<file path="config.mk">
export PLATFORM = sky130hd
export DESIGN_NAME = credit_nport_switch
export DESIGN_NICKNAME = d
export VERILOG_FILES = /design/src/rtl/credit_nport_switch_pkg.sv /design/src/rtl/credit_nport_switch_rr_arb.sv /design/src/rtl/credit_nport_switch.sv
export SDC_FILE = /design/constraint.sdc
export NUM_CORES = 1
export LEC_CHECK = 0
export BUFFER_PORTS_ARGS = -buffer_cell sky130_fd_sc_hd__buf_2
export CAP_MARGIN = 20
export CORE_ASPECT_RATIO = 1.5
export CORE_MARGIN = 8
export CORE_UTILIZATION = 33
export DETAILED_ROUTE_END_ITERATION = 10
export HOLD_SLACK_MARGIN = 0.12
export PLACE_DENSITY_LB_ADDON = 0.08
export SYNTH_ARGS = -nofsm -noshare
export SYNTH_HDL_FRONTEND = slang
export SYNTH_HIERARCHICAL = 1
export SYNTH_SLANG_ARGS = --single-unit
</file>
<file path="constraint.sdc">
create_clock -name clk -period 12.15 [get_ports clk]
set_clock_uncertainty 0.15 [all_clocks]
set_input_delay 0.6075 -clock clk [delete_from_list [all_inputs] [get_ports clk]]
set_output_delay 0.6075 -clock clk [all_outputs]
set_load 0.03 [all_outputs]
</file>
<file path="src/rtl/credit_nport_switch_pkg.sv">
// Shared port indices and helper functions for the credit-based n-port tree switch.
package credit_nport_switch_pkg;

  localparam int PORT_L  = 0;
  localparam int PORT_R  = 1;
  localparam int PORT_U0 = 2;

  function automatic int credit_width(input int depth);
    return (depth > 1) ? $clog2(depth) : 1;
  endfunction

  // Local traffic descends to L/R by the address bit of this level; everything else climbs.
  function automatic int route_port(input logic [31:0] addr, input int posl, input int posx,
                                    input int in_port, input int num_up);
    if ((addr >> (posl + 1)) == $unsigned(posx))
      return addr[posl] ? PORT_R : PORT_L;
    return PORT_U0 + (in_port % num_up);
  endfunction

endpackage

</file>
<file path="src/rtl/credit_nport_switch_rr_arb.sv">
// Round-robin arbiter: grants the first request at or after the pointer; the pointer moves past the winner.
module credit_rr_arb #(
  parameter  int REQ_W = 4,
  localparam int IW    = (REQ_W > 1) ? $clog2(REQ_W) : 1
) (
  input  logic             clk,
  input  logic             rst_n,
  input  logic [REQ_W-1:0] req,
  output logic [REQ_W-1:0] gnt,
  output logic [IW-1:0]    gnt_idx
);

  logic [IW-1:0] ptr;
  int            idx;
  logic          found;

  always_comb begin
    gnt     = '0;
    gnt_idx = '0;
    found   = 1'b0;
    idx     = 0;
    for (int i = 0; i < REQ_W; i++) begin
      idx = int'(ptr) + i;
      if (idx >= REQ_W) idx = idx - REQ_W;
      if (!found && req[idx]) begin
        found    = 1'b1;
        gnt[idx] = 1'b1;
        gnt_idx  = IW'(idx);
      end
    end
  end

  always_ff @(posedge clk or negedge rst_n) begin
    if (!rst_n)
      ptr <= '0;
    else if (|req)
      ptr <= (gnt_idx == IW'(REQ_W - 1)) ? '0 : gnt_idx + IW'(1);
  end

endmodule

</file>
<file path="src/rtl/credit_nport_switch.sv">
// P-port credit-based tree switch with per-output round-robin arbitration and registered outputs.
// Per-output flit/stall statistics are added when CREDIT_SWITCH_STATS_EN is defined.
module credit_nport_switch
  import credit_nport_switch_pkg::*;
#(
  parameter  int N             = 16,
  parameter  int A_W           = $clog2(N) + 1,
  parameter  int D_W           = 32,
  parameter  int NUM_UP        = 1,
  parameter  int VC_W          = 2,
  parameter  int VC_FIFO_DEPTH = 4,
  parameter  int posl          = 0,
  parameter  int posx          = 0,
  localparam int P             = 2 + NUM_UP,
  localparam int FW            = A_W + D_W + 1
) (
  input  logic                           clk,
  input  logic                           rst_n,
  input  logic [P-1:0][VC_W-1:0][FW-1:0] in_i,
  input  logic [P-1:0][VC_W-1:0]         in_i_v,
  output logic [P-1:0][VC_W-1:0]         in_i_bp,
  output logic [P-1:0][FW-1:0]           out_o,
  output logic [P-1:0][VC_W-1:0]         out_o_v,
  input  logic [P-1:0][VC_W-1:0]         out_o_credit_gnt
`ifdef CREDIT_SWITCH_STATS_EN
  ,
  output logic [P-1:0][31:0]             stat_flits,
  output logic [P-1:0][31:0]             stat_stall
`endif
);

  localparam int            REQ_W   = P * VC_W;
  localparam int            IW      = (REQ_W > 1) ? $clog2(REQ_W) : 1;
  localparam int            CW      = credit_width(VC_FIFO_DEPTH);
  localparam logic [CW-1:0] CNT_MAX = CW'(VC_FIFO_DEPTH - 1);

  generate
    if (NUM_UP < 1 || NUM_UP > 2) begin : g_bad_num_up
      $error("credit_nport_switch: NUM_UP must be 1 or 2");
    end
    if (VC_FIFO_DEPTH < 2) begin : g_bad_depth
      $error("credit_nport_switch: VC_FIFO_DEPTH must be at least 2");
    end
  endgenerate

  int                             route [P][VC_W];
  logic [P-1:0][REQ_W-1:0]        req;
  logic [P-1:0][REQ_W-1:0]        gnt;
  logic [P-1:0][IW-1:0]           gnt_idx;
  logic [P-1:0][VC_W-1:0]         send;
  logic [P-1:0][VC_W-1:0][CW-1:0] cnt;
  logic [P-1:0][FW-1:0]           sel_flit;
  logic [P-1:0][VC_W-1:0]         sel_v;

  // A requester only competes when its target output VC still has downstream space.
  always_comb begin
    req = '0;
    for (int p = 0; p < P; p++) begin
      for (int v = 0; v < VC_W; v++) begin
        route[p][v] = route_port(32'(in_i[p][v][A_W+D_W-1:D_W]), posl, posx, p, NUM_UP);
        for (int q = 0; q < P; q++) begin
          if (in_i_v[p][v] && route[p][v] == q && q != p && cnt[q][v] != '0)
            req[q][p*VC_W+v] = 1'b1;
        end
      end
    end
  end

  for (genvar q = 0; q < P; q++) begin : g_arb
    credit_rr_arb #(.REQ_W(REQ_W)) u_arb (
      .clk     (clk),
      .rst_n   (rst_n),
      .req     (req[q]),
      .gnt     (gnt[q]),
      .gnt_idx (gnt_idx[q])
    );
  end

  always_comb begin
    in_i_bp  = '1;
    send     = '0;
    sel_flit = '0;
    sel_v    = '0;
    for (int q = 0; q < P; q++) begin
      for (int p = 0; p < P; p++) begin
        for (int v = 0; v < VC_W; v++) begin
          if (gnt[q][p*VC_W+v]) begin
            in_i_bp[p][v] = 1'b0;
            send[q][v]    = 1'b1;
            sel_flit[q]   = in_i[p][v];
            sel_v[q][v]   = 1'b1;
          end
        end
      end
    end
  end

  // The flit register keeps its last value when idle; only the valid drops.
  always_ff @(posedge clk or negedge rst_n) begin
    if (!rst_n) begin
      out_o   <= '0;
      out_o_v <= '0;
    end else begin
      out_o_v <= sel_v;
      for (int q = 0; q < P; q++) begin
        if (|gnt[q]) out_o[q] <= sel_flit[q];
      end
    end
  end

  always_ff @(posedge clk or negedge rst_n) begin
    if (!rst_n) begin
      for (int q = 0; q < P; q++)
        for (int v = 0; v < VC_W; v++)
          cnt[q][v] <= CNT_MAX;
    end else begin
      for (int q = 0; q < P; q++) begin
        for (int v = 0; v < VC_W; v++) begin
          case ({send[q][v], out_o_credit_gnt[q][v]})
            2'b10:   cnt[q][v] <= cnt[q][v] - CW'(1);
            2'b01:   if (cnt[q][v] != CNT_MAX) cnt[q][v] <= cnt[q][v] + CW'(1);
            default: cnt[q][v] <= cnt[q][v];
          endcase
        end
      end
    end
  end

  always @(posedge clk) begin
    if (rst_n) begin
      for (int q = 0; q < P; q++) begin
        assert (gnt[q] == '0 || gnt[q][gnt_idx[q]]);
        for (int v = 0; v < VC_W; v++) begin
          assert (!(out_o_credit_gnt[q][v] && !send[q][v] && cnt[q][v] == CNT_MAX));
          assert (!(send[q][v] && cnt[q][v] == '0));
        end
      end
      for (int p = PORT_U0; p < P; p++)
        for (int v = 0; v < VC_W; v++)
          assert (!(in_i_v[p][v] && route[p][v] >= PORT_U0));
    end
  end

`ifdef CREDIT_SWITCH_STATS_EN
  logic [P-1:0] stall;

  always_comb begin
    stall = '0;
    for (int p = 0; p < P; p++)
      for (int v = 0; v < VC_W; v++)
        for (int q = 0; q < P; q++)
          if (in_i_v[p][v] && route[p][v] == q && q != p && cnt[q][v] == '0)
            stall[q] = 1'b1;
  end

  always_ff @(posedge clk or negedge rst_n) begin
    if (!rst_n) begin
      stat_flits <= '0;
      stat_stall <= '0;
    end else begin
      for (int q = 0; q < P; q++) begin
        if (|out_o_v[q] && stat_flits[q] != '1) stat_flits[q] <= stat_flits[q] + 32'd1;
        if (stall[q] && stat_stall[q] != '1)    stat_stall[q] <= stat_stall[q] + 32'd1;
      end
    end
  end
`endif

endmodule

</file>
==> results.ini, run 1 <==
[outcome]
status = finished clean

[critical_path]
r2r_start = g_arb[2].u_arb/ptr[0]$_DFFE_PN0P_
worst_ep_arrival_time_ns = 6.69
start_kind = flop
critPathMaxFanout = 55
timing.critical_path.from = g_arb[2].u_arb/ptr[0]$_DFFE_PN0P_
crit_end = in_i_bp[4]
cp.required_ns = 11.39
rrSetupSlack_ns = 4.75
critPathKind = flop to output pin
endpoint_kind = output pin
r2r_end = cnt[8]$_DFFE_PN1P_
reg2reg_depth = 17

[clock_tree]
cts_buffer_depth = 2
clkSlewWorstSetupHoldPaths_ns = 0.07
ctsHoldBuffers = 0
clock_sinks = 141
clkLatencyLatePin_ns = 0.45
postCtsResizedCells = 0
cts_tree = done
cts_buffers = 17
htreeDepth = 4
root_buffer = clkbuf_16
cts_setup_buffers = 0

[min_path]
hold_class = primary input to async pin

[die]
start_util = 0.331
fp.dieH_um = 288
num_io_pins = 368
core_mm2 = 0.0492
rows = 100
fp.dieArea_mm2 = 0.0569
dieWidth_um = 197

[global_routing]
busiest_layer = met2
met2_usage = 0.509
antenna_found_initial = 15
met3_usage = 0.0540
grt_pass1_wl_um = 120000
grt_use_met1 = 0.291
grt_max_degree = 91
track_usage = 0.275
grt_pass1_vias = 18900
overflow = 0

[placed_design]
gp_congestion = 0.919
dpl.hpwl_um = 56900
io_buffer_count = 367

[routing]
ant_nets = 0
drtIter0Drc = 1494
drtPass1Iterations = 5
vias_per_cell = 6.32
vias = 19000
drc = 0
drt-wirelength-per-cell_um = 27.0
wirelength_um = 81200

[timing]
fmax_ghz = 0.134
finalSetupViolCount = 0
tns_ns = 0
relSlewSlack = 0.217
drv_slew = 0
rsz0062_at_grt = false
finalHoldViolations = 0
period_share = 0.613
tightestPinTransition_ns = 1.17
min_period_ns = 7.45

[layout]
nets = 2610
final_layout_size_suffix_gt1_frac = 0.221
final-seq-area_mm2 = 0.00354
multi_input_area_mm2 = 0.0114
num-fill-cells = 5251
syn_to_final_growth_pct = 16.2

[synthesis]
yosys_warnings = 6
netlist_area_mm2 = 0.0163
syn_inst = 2103
avgSynthCellArea_um2 = 7.75

[flow_run]
maxCapViolations = 0

==> flip-flops by register name, indices dropped and copies added (netlist names) <==
name	count
cnt	12
g_arb.u_arb/ptr	9
out_o_v	6
out_o	114
==> cells in the final DEF, fill, tap and decap left out, drive strengths merged, types with 11 or more instances in the layout <==
master  count
buf       387
a21oi     281
nand3b    237
nor3      147
inv       145
dfrtp     129
a31oi     122
a221o     118
a22o      117
nor2       68
nand2      55
o21ai      52
ha         51
nand3      34
o211ai     24
mux2       24
mux2i      23
conb       22
clkbuf     20
nand2b     18
o31ai      16
or4        14
and3       14
dfstp      12
a21o       12
or3        12
xnor2      11
==> metal layers <==
layer  share of wire  routed length (um)
met4           0.050                4060
met1            0.36               29200
met2            0.52               42400
met3           0.068                5520
met5         0.00081                  66
==> worst min path at each step <==
stage / endpoint / slack [ns] / start
CTS: out_o[60]$_DFFE_PN0P_ / 0.15 / rst_n
global placement: cnt[0]$_DFFE_PN1P_ / 0.35 / cnt[0]$_DFFE_PN1P_
detailed placement: cnt[0]$_DFFE_PN1P_ / 0.35 / cnt[0]$_DFFE_PN1P_
finish: out_o[60]$_DFFE_PN0P_ / 0.12 / rst_n
global route: out_o[60]$_DFFE_PN0P_ / 0.18 / rst_n
floorplan: g_arb[0].u_arb/ptr[0]$_DFFE_PN0P_ / 0.16 / rst_n
==> worst max-delay path, cell delays in order, from the launching register on <==
cell and delay, ns:
dfrtp_1 0.92, clkinv_1 0.53, ha_1 0.78, inv_1 0.32, ha_1 0.39, a21oi_1 0.06
or2_2 0.30, o211ai_1 0.39, nand4bb_4 0.18, nand2b_4 0.18, a211o_1 0.34, o311ai_2 0.24
mux2_2 0.55, buf_4 0.57, nor3_1 0.17, buf_2 0.25
==> stage by stage <==
step                std cells  setup slack (ns)   util  hold WS, ns  cell area (um2)
floorplan                2124              6.95      -        0.162            16400
global placement         2959              4.90  0.372        0.352            18300
detailed placement       2960              4.69  0.372        0.347            18300
CTS                      2992              4.69  0.384        0.151            18900
global route             2997              4.27  0.385        0.179            18900
finish                   3003              4.70  0.385        0.122            18900
==> cell type report <==
type / instances / area share
inverters: 147 / 0.0291
repair buffers: 387 / 0.107
diodes: 10 / 0.00132
clock inverters: 12 / 0.00766
clock buffers: 20 / 0.0236
well taps: 663 / 0.0438
multi-input cells: 1623 / 0.601
flip-flops and latches: 141 / 0.187
Power of run 1 is not shown: default switching activity piles up to over one toggle a cycle in this logic, so the estimate is an artifact.
==> run 2, diff against run 1 <==
Settings changed: ABC_AREA set to 1.
Clock period 12.15 ns to 7.5 ns, I/O delays scaled along.
==> results.ini, run 2 <==
[routing]
vias = 21600  ; was 19,000
ant_nets = 0  ; unchanged
drc = 0  ; unchanged
vias_per_cell = 5.22  ; was 6.32
drtPass1Iterations = 6  ; was 5
drtIter0Drc = 1927  ; was 1,494
wirelength_um = 87100  ; was 81,200 um
drt-wirelength-per-cell_um = 21.0  ; was 27.0 um

[synthesis]
ys_ff_latch = 141
synth_common_cells = 1,344 x nand2_1, 354 x a21oi_1, 304 x inv_1
synth_seq_area_share = 0.204
yosys_warnings = 6  ; unchanged
syn_inst = 3120  ; was 2,103
yosysTopAreaCell = nand2_1
synth_edf_count = 0
ys.flop_type = dfrtp_1
synthTopCellsByArea = nand2_1 29%, dfrtp_1 19%, a21oi_1 10%, inv_1 6.6%, nand3_1 6.5%
netlist_area_mm2 = 0.0174  ; was 0.0163 mm2
avgSynthCellArea_um2 = 5.58  ; was 7.75 um2
ys_types = 54
synthArstFlopShare = 1.00
synth_top_area_frac = 0.290
yosysMostFrequentCell = nand2_1

[die]
rows = 103  ; was 100
start_util = 0.333  ; was 0.331
num_io_pins = 368  ; unchanged
fp.dieArea_mm2 = 0.0605  ; was 0.0569 mm2
core_mm2 = 0.0523  ; was 0.0492 mm2
dieWidth_um = 203  ; was 197 um
fp.dieH_um = 297  ; was 288 um

[clock_tree]
postCtsResizedCells = 0  ; unchanged
cts_buffer_depth = 2  ; unchanged
cts_setup_buffers = 0  ; unchanged
cts_buffers = 17  ; unchanged
clkSlewWorstSetupHoldPaths_ns = 0.07  ; about the same
cts_tree = done  ; unchanged
ctsHoldBuffers = 67  ; was 0
root_buffer = clkbuf_16  ; unchanged
htreeDepth = 4  ; unchanged
clock_sinks = 141  ; unchanged
clkLatencyLatePin_ns = 0.46  ; was 0.45 ns

[critical_path]
critPathKind = flop to flop  ; was flop to output pin
r2r_start = g_arb[2].u_arb/ptr[0]$_DFFE_PN0P_  ; unchanged
rrSetupSlack_ns = 1.56  ; was 4.75 ns
critPathMaxFanout = 38  ; was 55
endpoint_kind = flop  ; was output pin
start_kind = flop  ; unchanged
r2r_end = out_o[106]$_DFFE_PN0P_  ; was cnt[8]$_DFFE_PN1P_
reg2reg_depth = 26  ; was 17
worst_ep_arrival_time_ns = 6.19  ; was 6.69 ns
cp.required_ns = 7.75  ; was 11.39 ns

[timing]
finalSetupViolCount = 0  ; unchanged
finalHoldViolations = 0  ; unchanged
period_share = 0.792
tns_ns = 0  ; unchanged
relSlewSlack = 0.284  ; was 0.217
min_period_ns = 5.94
drv_slew = 0  ; unchanged
rsz0062_at_grt = false  ; unchanged
fmax_ghz = 0.168
tightestPinTransition_ns = 1.07  ; was 1.17 ns

[layout]
final_layout_size_suffix_gt1_frac = 0.178  ; was 0.221
final_cells = 4148  ; was 3,003
num-fill-cells = 5889  ; was 5,251
multi_input_area_mm2 = 0.0117  ; was 0.0114 mm2
final-seq-area_mm2 = 0.00354  ; unchanged
largest_register_ffs = 114  ; unchanged
syn_to_final_growth_pct = 19.6  ; was 16.2%
layout_common_cells = 1,342 x nand2_1, 366 x buf_2, 354 x a21oi_1  ; was 366 x buf_2, 277 x a21oi_1, 237 x nand3b_1
nets = 3729  ; was 2,610
regMostFlops = out_o  ; unchanged
mostFrequentLayoutCell = nand2_1  ; was buf_2
reg_top3 = out_o: 114 flops, cnt: 12 flops, g_arb.u_arb/ptr: 9 flops  ; unchanged

[placed_design]
gp_congestion = 0.926  ; was 0.919
io_buffer_count = 367  ; unchanged
dp_cells = 4032  ; was 2,960
dpl.hpwl_um = 61900  ; was 56,900 um

[global_routing]
grt_pass1_wl_um = 129000  ; was 120,000 um
track_usage = 0.277  ; was 0.275
antenna_found_initial = 26  ; was 15
overflow = 0  ; unchanged
grt_pass1_vias = 21100  ; was 18,900
grt_max_degree = 84  ; was 91

[min_path]
min_to = out_o[45]$_DFFE_PN0P_
hold_class = primary input to flop  ; was primary input to async pin
holdCritStartpoint = in_i[159]
min_path_cells = 5

[outcome]
status = finished clean  ; unchanged

[flow_run]
maxCapViolations = 0  ; unchanged

run 2: changes by cell type in the layout (fill, tap and decap cells not counted), moves of 73 or more:
cell | before | now
inv_1 | 131 | 299
nand3_1 | 34 | 217
nor3_1 | 147 | 28
nand3b_1 | 237 | 2
a21oi_1 | 277 | 354
o21ai_0 | 43 | 116
a221o_1 | 118 | 0
a31oi_1 | 122 | 6
a22o_1 | 117 | 1
nand2_1 | 52 | 1342
run 2: logic make-up (layout without fill, tap and decap cells):
logic type | after synthesis | after routing | synth area share
buffers and inverters | 524 | 839 | 0.131
other | 1 | 32 | 0.000216
adders and majority gates | 51 | 51 | 0.0367
AOI/OAI and AO/OA | 581 | 581 | 0.177
xor gates and xnor gates | 13 | 13 | 0.00913
and+or+nand+nor | 1808 | 1808 | 0.442
DFF | 141 | 141 | 0.204
muxes | 1 | 1 | 0.000575
run 2: layout make-up:
cell class                      instances  area share
Inverter                              342      0.0621
Antenna cell                           17     0.00204
Sequential cell                       141       0.170
Clock inverter                         15     0.00788
Timing Repair Buffer                  465       0.132
Tap cell                              682      0.0410
Clock buffer                           17      0.0204
Multi-Input combinational cell       2469       0.564
run 2: worst max-delay path by stage:
stage / startpoint / to / slack, ns / cells past startpoint
2_1_floorplan: g_arb[1].u_arb/ptr[0]$_DFFE_PN0P_ / in_i_bp[2] / 2.85 / 23
3_3_place_gp: g_arb[2].u_arb/ptr[0]$_DFFE_PN0P_ / out_o[77]$_DFFE_PN0P_ / 1.70 / 24
3_5_place_dp: g_arb[2].u_arb/ptr[0]$_DFFE_PN0P_ / out_o[103]$_DFFE_PN0P_ / 1.62 / 24
4_1_cts: g_arb[2].u_arb/ptr[0]$_DFFE_PN0P_ / out_o[106]$_DFFE_PN0P_ / 1.60 / 26
5_1_grt: g_arb[2].u_arb/ptr[0]$_DFFE_PN0P_ / out_o[106]$_DFFE_PN0P_ / 1.17 / 25
6_report: g_arb[2].u_arb/ptr[0]$_DFFE_PN0P_ / out_o[106]$_DFFE_PN0P_ / 1.56 / 26
run 2: worst max-delay path, stage by stage, from the launching register on:
cell and delay [ns]:
dfrtp_1 0.33, buf_4 0.32, inv_2 0.23, ha_1 0.60, ha_1 0.22, inv_1 0.04
ha_1 0.22, nand3_2 0.13, nand3_1 0.12, nand4_1 0.21, nand3_2 0.16, nand3_4 0.11
nor2_1 0.09, nand2_1 0.12, o32ai_1 0.16, nand2_1 0.11, nand3_2 0.45, inv_2 0.94
nand3_1 0.14, nand2_1 0.12, nand2_1 0.05, nand2_1 0.06, nand2_1 0.05, nand2_1 0.09
nand2_1 0.04, dlygate4sd3_1 0.54, nand2_1 0.05
run 2: through the flow:
| stage | cell area (um2) | utilization | setup slack [ns] | hold WS [ns] |
|---|---|---|---|---|
| floorplan | 17500 | - | 2.85 | -0.0706 |
| global placement | 19500 | 0.373 | 1.70 | 0.309 |
| detailed placement | 19500 | 0.373 | 1.62 | 0.311 |
| CTS | 20800 | 0.397 | 1.60 | 0.121 |
| global route | 20800 | 0.397 | 1.17 | 0.148 |
| finish | 20800 | 0.398 | 1.56 | 0.139 |
run 2: layer usage:
metal | track usage | vias up | wire, um
met2 | 0.487 | 927 | 43400
met5 | 0 | - | 139
met4 | 0.136 | 22 | 3880
li1 | - | 10500 | -
met1 | 0.313 | 9934 | 33300
met3 | 0.0567 | 222 | 6320
Power of run 2 is left out for the same reason.
